===== src/rtl/seq_add_sub_if.sv =====
// Operand/result bundle for the chunked signed adder/subtractor.
// Handshake: a transfer happens on a rising edge where valid and ready are both high;
// the producer holds its data stable while valid is high and ready is low.
interface seq_add_sub_if #(
    parameter int DATA_WIDTH = 16
);
    logic                  in_valid;
    logic                  in_ready;
    logic [DATA_WIDTH-1:0] A;
    logic [DATA_WIDTH-1:0] B;
    logic                  sub;
    logic                  out_valid;
    logic                  out_ready;
    logic [DATA_WIDTH-1:0] result;
    logic                  overflow;

    modport master (
        output in_valid, A, B, sub, out_ready,
        input  in_ready, out_valid, result, overflow
    );

    modport slave (
        input  in_valid, A, B, sub, out_ready,
        output in_ready, out_valid, result, overflow
    );
endinterface


===== src/rtl/seq_add_sub.sv =====
// Multi-cycle signed adder/subtractor: CHUNK_WIDTH bits per BUSY cycle with a registered
// carry between chunks; optional saturation on signed overflow.
module seq_add_sub #(
    parameter int DATA_WIDTH  = 16,
    parameter int CHUNK_WIDTH = 4,
    parameter int SATURATE    = 0
) (
    input  logic            clk,
    input  logic            rst,
    seq_add_sub_if.slave    bus,
    output logic [1:0]      dbg_state
);
    localparam int NCHUNK = DATA_WIDTH / CHUNK_WIDTH;
    localparam int IW     = (NCHUNK > 1) ? $clog2(NCHUNK) : 1;
    localparam logic [DATA_WIDTH-1:0] MAX_POS = {1'b0, {(DATA_WIDTH-1){1'b1}}};
    localparam logic [DATA_WIDTH-1:0] MIN_NEG = {1'b1, {(DATA_WIDTH-1){1'b0}}};

    typedef enum logic [1:0] {
        IDLE = 2'd0,
        BUSY = 2'd1,
        DONE = 2'd2
    } state_t;

    state_t                 state_q, state_d;
    logic [IW-1:0]          idx_q;
    logic                   carry_q;
    logic [DATA_WIDTH-1:0]  a_q;
    logic [DATA_WIDTH-1:0]  beff_q;
    logic [DATA_WIDTH-1:0]  result_q;
    logic                   ovf_q;

    logic                   accept;
    logic                   last_chunk;
    logic [CHUNK_WIDTH-1:0] a_chunk;
    logic [CHUNK_WIDTH-1:0] b_chunk;
    logic [CHUNK_WIDTH:0]   chunk_sum;
    logic                   ovf_last;

    assign accept     = (state_q == IDLE) && bus.in_valid;
    assign last_chunk = (idx_q == IW'(NCHUNK - 1));

    always_comb begin
        a_chunk   = a_q[idx_q*CHUNK_WIDTH +: CHUNK_WIDTH];
        b_chunk   = beff_q[idx_q*CHUNK_WIDTH +: CHUNK_WIDTH];
        chunk_sum = {1'b0, a_chunk} + {1'b0, b_chunk} + {{CHUNK_WIDTH{1'b0}}, carry_q};
        // Carry into the MSB is recovered from the MSB sum bit; only meaningful on the last chunk.
        ovf_last  = (a_chunk[CHUNK_WIDTH-1] ^ b_chunk[CHUNK_WIDTH-1] ^ chunk_sum[CHUNK_WIDTH-1])
                    ^ chunk_sum[CHUNK_WIDTH];
    end

    always_comb begin
        state_d      = state_q;
        bus.in_ready  = 1'b0;
        bus.out_valid = 1'b0;
        case (state_q)
            IDLE: begin
                bus.in_ready = 1'b1;
                if (bus.in_valid) state_d = BUSY;
            end
            BUSY: begin
                if (last_chunk) state_d = DONE;
            end
            DONE: begin
                bus.out_valid = 1'b1;
                if (bus.out_ready) state_d = IDLE;
            end
            default: state_d = IDLE;
        endcase
    end

    always_ff @(posedge clk) begin
        if (rst) begin
            state_q  <= IDLE;
            idx_q    <= '0;
            carry_q  <= 1'b0;
            a_q      <= '0;
            beff_q   <= '0;
            result_q <= '0;
            ovf_q    <= 1'b0;
        end else begin
            state_q <= state_d;
            if (accept) begin
                a_q     <= bus.A;
                beff_q  <= bus.sub ? ~bus.B : bus.B;
                carry_q <= bus.sub;
                idx_q   <= '0;
            end else if (state_q == BUSY) begin
                result_q[idx_q*CHUNK_WIDTH +: CHUNK_WIDTH] <= chunk_sum[CHUNK_WIDTH-1:0];
                carry_q <= chunk_sum[CHUNK_WIDTH];
                idx_q   <= last_chunk ? '0 : idx_q + IW'(1);
                if (last_chunk) begin
                    ovf_q <= ovf_last;
                    // Later assignment overrides the chunk write above when clamping.
                    if (SATURATE != 0 && ovf_last)
                        result_q <= a_q[DATA_WIDTH-1] ? MIN_NEG : MAX_POS;
                end
            end
        end
    end

    assign bus.result   = result_q;
    assign bus.overflow = ovf_q;
    assign dbg_state    = state_q;
endmodule

===== src/flat_wrapper.sv =====
// flat-port wrapper written by rule: the top's interface ports become plain ports
module seq_add_sub_flat 
#(
    parameter int DATA_WIDTH  = 16,
    parameter int CHUNK_WIDTH = 4,
    parameter int SATURATE    = 0
)
  (clk, rst, dbg_state, bus_in_valid, bus_A, bus_B, bus_sub, bus_out_ready, bus_in_ready, bus_out_valid, bus_result, bus_overflow);
  seq_add_sub_if #(.DATA_WIDTH(DATA_WIDTH)) bus_i ();
  input  logic clk;
  input  logic rst;
  output logic [1:0] dbg_state;
  input wire logic [$bits(bus_i.in_valid)-1:0] bus_in_valid;
  input wire logic [$bits(bus_i.A)-1:0] bus_A;
  input wire logic [$bits(bus_i.B)-1:0] bus_B;
  input wire logic [$bits(bus_i.sub)-1:0] bus_sub;
  input wire logic [$bits(bus_i.out_ready)-1:0] bus_out_ready;
  output wire logic [$bits(bus_i.in_ready)-1:0] bus_in_ready;
  output wire logic [$bits(bus_i.out_valid)-1:0] bus_out_valid;
  output wire logic [$bits(bus_i.result)-1:0] bus_result;
  output wire logic [$bits(bus_i.overflow)-1:0] bus_overflow;
  assign bus_i.in_valid = bus_in_valid;
  assign bus_i.A = bus_A;
  assign bus_i.B = bus_B;
  assign bus_i.sub = bus_sub;
  assign bus_i.out_ready = bus_out_ready;
  assign bus_in_ready = bus_i.in_ready;
  assign bus_out_valid = bus_i.out_valid;
  assign bus_result = bus_i.result;
  assign bus_overflow = bus_i.overflow;
  seq_add_sub #(.DATA_WIDTH(DATA_WIDTH), .CHUNK_WIDTH(CHUNK_WIDTH), .SATURATE(SATURATE)) u_core (.clk(clk), .rst(rst), .bus(bus_i), .dbg_state(dbg_state));
endmodule

===== config.mk =====
export PLATFORM = sky130hd
export DESIGN_NAME = seq_add_sub_flat
export DESIGN_NICKNAME = d
export VERILOG_FILES = /design/src/rtl/seq_add_sub_if.sv /design/src/rtl/seq_add_sub.sv /design/src/flat_wrapper.sv
export SDC_FILE = /design/constraint.sdc
export NUM_CORES = 1
export LEC_CHECK = 0
export CAP_MARGIN = 20
export CORE_ASPECT_RATIO = 1.25
export CORE_UTILIZATION = 40
export CTS_CLUSTER_SIZE = 30
export DETAILED_ROUTE_END_ITERATION = 10
export DONT_BUFFER_PORTS = 1
export GPL_TIMING_DRIVEN = 1
export PLACE_DENSITY = 0.62
export REMOVE_ABC_BUFFERS = 1
export SYNTH_ARGS = -nofsm -noshare
export SYNTH_HDL_FRONTEND = slang
export SYNTH_SLANG_ARGS = --single-unit

===== constraint.sdc =====
create_clock -name clk -period 3.4 [get_ports clk]
set_clock_uncertainty 0.05 [all_clocks]
set_input_delay 0.68 -clock clk [delete_from_list [all_inputs] [get_ports clk]]
set_output_delay 0.68 -clock clk [all_outputs]
set_load 0.02 [all_outputs]

==> flow_summary.ini <==
[yosys]
ys_seq_elements = 54
synth_cells = 268
syn-cell-area_sq_mm = 0.002669
synthTopCellsByArea = dfxtp_1 (41%), a211oi_2 (7.5%), nand2_1 (6.0%)
synth_top_area_share_pct = 40.51
synth_top_cell_by_area = dfxtp_1
yosysWarningCount = 0
ys_seq_area_share_pct = 40.51
ys_types = 37
avgSynthCellArea_sq_um = 9.958

[place]
io_buffers = 0
dp_cells = 339
placed_cell_area_sq_mm = 0.002693
gp_congestion = 0.7781
hpwl_mm = 3.894

[critical_path]
cp_max_fo = 6
rr_startpoint = u_core.idx_q[0]
reg2reg_to = u_core.bus.overflow
critPathArrivalTime_ns = 3.00
crit_end = u_core.bus.overflow
crit_required_ns = 3.57
ff2ff_path_depth = 7
ff2ff_setup_slack_ns = 0.57
critPathLaunch = u_core.idx_q[0]
crit_type = reg -> reg
critPathCaptureType = flop
cp-start-kind = flop

[detailed_routing]
drtIter0Drc = 68
drc = 0
avgViaCountPerCell = 5.242
vias = 1819
avgRoutedWirePerCell_microns = 15.60
drt_wl_total_mm = 5.412
first_pass_iters = 4
ant_nets = 0

[layout]
n_fill_cell = 663
nets = 309
layout.cells.non_filler = 347
area_delta_synth_final_pct = 4.829
fin_area_sq_mm = 0.002798
drive_gt1_share_pct = 21.76
diodes = 0

[pwr]
p_seq_share_pct = 53.8
clockPowerShare_pct = 31.0
power.leakage_nw = 0.9806
vdd_drop_max_uv = 284.6
power_density_mw_per_mm2 = 461.5
switching_share_pct = 27.06
switchingPower_w = 0.0003494
p_comb_share_pct = 15.2
p_int_w = 0.0009417

[sta]
period_minus_slack_ns = 2.829
fin_crit_sh_pct = 83.19
hold_viol = 0
setup_tns_ns = 0
relSlewSlack_pct = 48.86
fmax_mhz = 353.5
worstMarginPinSlew_ns = 0.7656
rsz0062_at_grt = no
drv_slew = 0
finalSetupViolations = 0

[clocking]
clockBufferDepth = 2
tritoncts = built
htreeDepth = 2
clkTransAtPathRegs_ns = 0.09
post_cts_resized = 0
cts_made_buffers = 5
cts_sinks = 54
holdBufCountCts = 0
cts_setup_buffers = 0
clock_latency_ns = 0.31
clockRootBuffer = clkbuf_8

[floorplan]
initial_core_util_pct = 42.19
rows = 32
dieArea_sq_mm = 0.007005
io_pins = 58
die_h_microns = 93.33
core_sq_mm = 0.006326
die_x_microns = 75.06

[global_routing]
antenna_found_initial = 0
grt_pass1_wl_mm = 8.604
grt_pass1_vias = 1760
grt_max_degree = 55
gr-total-overflow = 0
track_usage_pct = 16.25

[run_status]
status = completed

[run]
drv_cap = 0

[hold_path]
holdCritPathClass = in -> reg
-- Yosys cell counts, drive strengths merged --
library cell and n:
dfxtp 54, nand2 43, nor2 35, a21oi 24
a211oi 17, xnor2 16, a22oi 13, buf 12
ha 9, mux4 8, clkbuf 6, inv 4
nor3 4, nand3 3, fa 2, nor2b 2
nor4 2, xor2 2, a211o 1, a21o 1
a311oi 1, a32oi 1, and2 1, and3 1
and3b 1, and4bb 1, mux2i 1, nand2b 1
o21bai 1, or3b 1
-- through the flow --
| step | total power [W] | hold WS (ns) | setup WS (ns) | utilization (%) |
|---|---|---|---|---|
| 4_1_cts | 0.001304 | 0.3680 | 0.5727 | 44.22 |
| 5_1_grt | 0.001352 | 0.3594 | 0.3724 | 44.22 |
| 2_1_floorplan | 0.0008599 | 0.3771 | 0.3442 | - |
| 6_report | 0.001291 | 0.3804 | 0.5714 | 44.22 |
| 3_3_place_gp | 0.0009038 | 0.3855 | 0.6733 | 42.56 |
| 3_5_place_dp | 0.0009083 | 0.3912 | 0.6114 | 42.56 |
-- power groups by stage --
| stage | Sequential, W | Combinational (W) | Clock, W |
|---|---|---|---|
| finish | 0.000695 | 0.000196 | 0.000400 |
| global route | 0.000700 | 0.000217 | 0.000434 |
| CTS | 0.000696 | 0.000199 | 0.000410 |
| detailed placement | 0.000710 | 0.000198 | 0 |
| global placement | 0.000709 | 0.000195 | 0 |
| floorplan | 0.000706 | 0.000154 | 0 |
-- cells in the final DEF, fill, tap and decap left out --
| cell type | instances |
|---|---|
| a211o_1 | 1 |
| a211oi_1 | 1 |
| a211oi_2 | 16 |
| a21o_1 | 1 |
| a21oi_1 | 24 |
| a22oi_1 | 13 |
| a311oi_1 | 1 |
| a32oi_1 | 1 |
| and2_2 | 1 |
| and3_2 | 1 |
| and3b_1 | 1 |
| and4bb_1 | 1 |
| buf_12 | 1 |
| buf_4 | 3 |
| clkbuf_8 | 7 |
| clkinv_4 | 1 |
| dfxtp_1 | 54 |
| fa_1 | 2 |
| ha_1 | 9 |
| inv_1 | 4 |
| mux2i_1 | 1 |
| mux4_1 | 1 |
| mux4_2 | 7 |
| nand2_1 | 43 |
| nand2b_2 | 1 |
| nand3_1 | 3 |
| nor2_1 | 19 |
| nor2_2 | 16 |
| nor2b_1 | 2 |
| nor3_1 | 4 |
| nor4_4 | 2 |
| o21bai_1 | 1 |
| or3b_2 | 1 |
| xnor2_1 | 16 |
| xor2_1 | 2 |
-- cell type report --
class,count,area (sq um),area share (%)
clock inverters,1,8.758,0.3131
flip-flops and latches,54,1081,38.64
inverters,4,15.01,0.5367
clock buffers,7,96.34,3.444
multi-input cells,192,1448,51.74
well taps,85,106.4,3.801
repair buffers,4,42.54,1.521
-- state kept, by name (all words and copies together), names as in the netlist --
name	count
u_core.bus.result	16
u_core.beff_q	16
u_core.dbg_state	2
u_core.carry_q	1
u_core.a_q	16
u_core.idx_q	2
u_core.bus.overflow	1
-- how the worst min path moves through the flow --
| stage | start | depth (start not counted) | end |
|---|---|---|---|
| global route | rst | 1 | u_core.a_q[7] |
| detailed placement | u_core.a_q[5] | 2 | u_core.a_q[5] |
| CTS | rst | 1 | u_core.beff_q[10] |
| global placement | u_core.a_q[3] | 2 | u_core.a_q[3] |
| floorplan | u_core.a_q[10] | 2 | u_core.a_q[10] |
| finish | rst | 1 | u_core.a_q[11] |
-- logic make-up (layout without fill, tap and decap cells) --
family	count (synthesis)	count (layout)	synth area share [%]
buffers and inverters	22	16	5.297
multiplexers	9	9	7.267
AND/OR/NAND/NOR	95	95	17.82
adder cells (fa/ha/maj)	11	11	5.720
AO/OA/AOI/OAI	59	59	17.49
XOR/XNOR	18	18	5.907
flip-flops	54	54	40.51
-- worst max-delay path, stage by stage, from the launching register on --
cell and delay [ns]:
dfxtp_1 0.50, mux4_2 0.56, fa_1 0.45, fa_1 0.42, a21o_1 0.19, a21oi_1 0.23
xor2_1 0.10, a311oi_1 0.25
-- routing by layer --
metal / part of all wire (%) / GRT usage (%) / vias up
met5: 0 / 0 / -
met1: 46 / 21.05 / 849
li1: - / - / 914
met2: 49 / 27.33 / 52
met3: 4.7 / 3.341 / 4
met4: 0.54 / 3.774 / 0
Power figures use the tool's default switching activity.
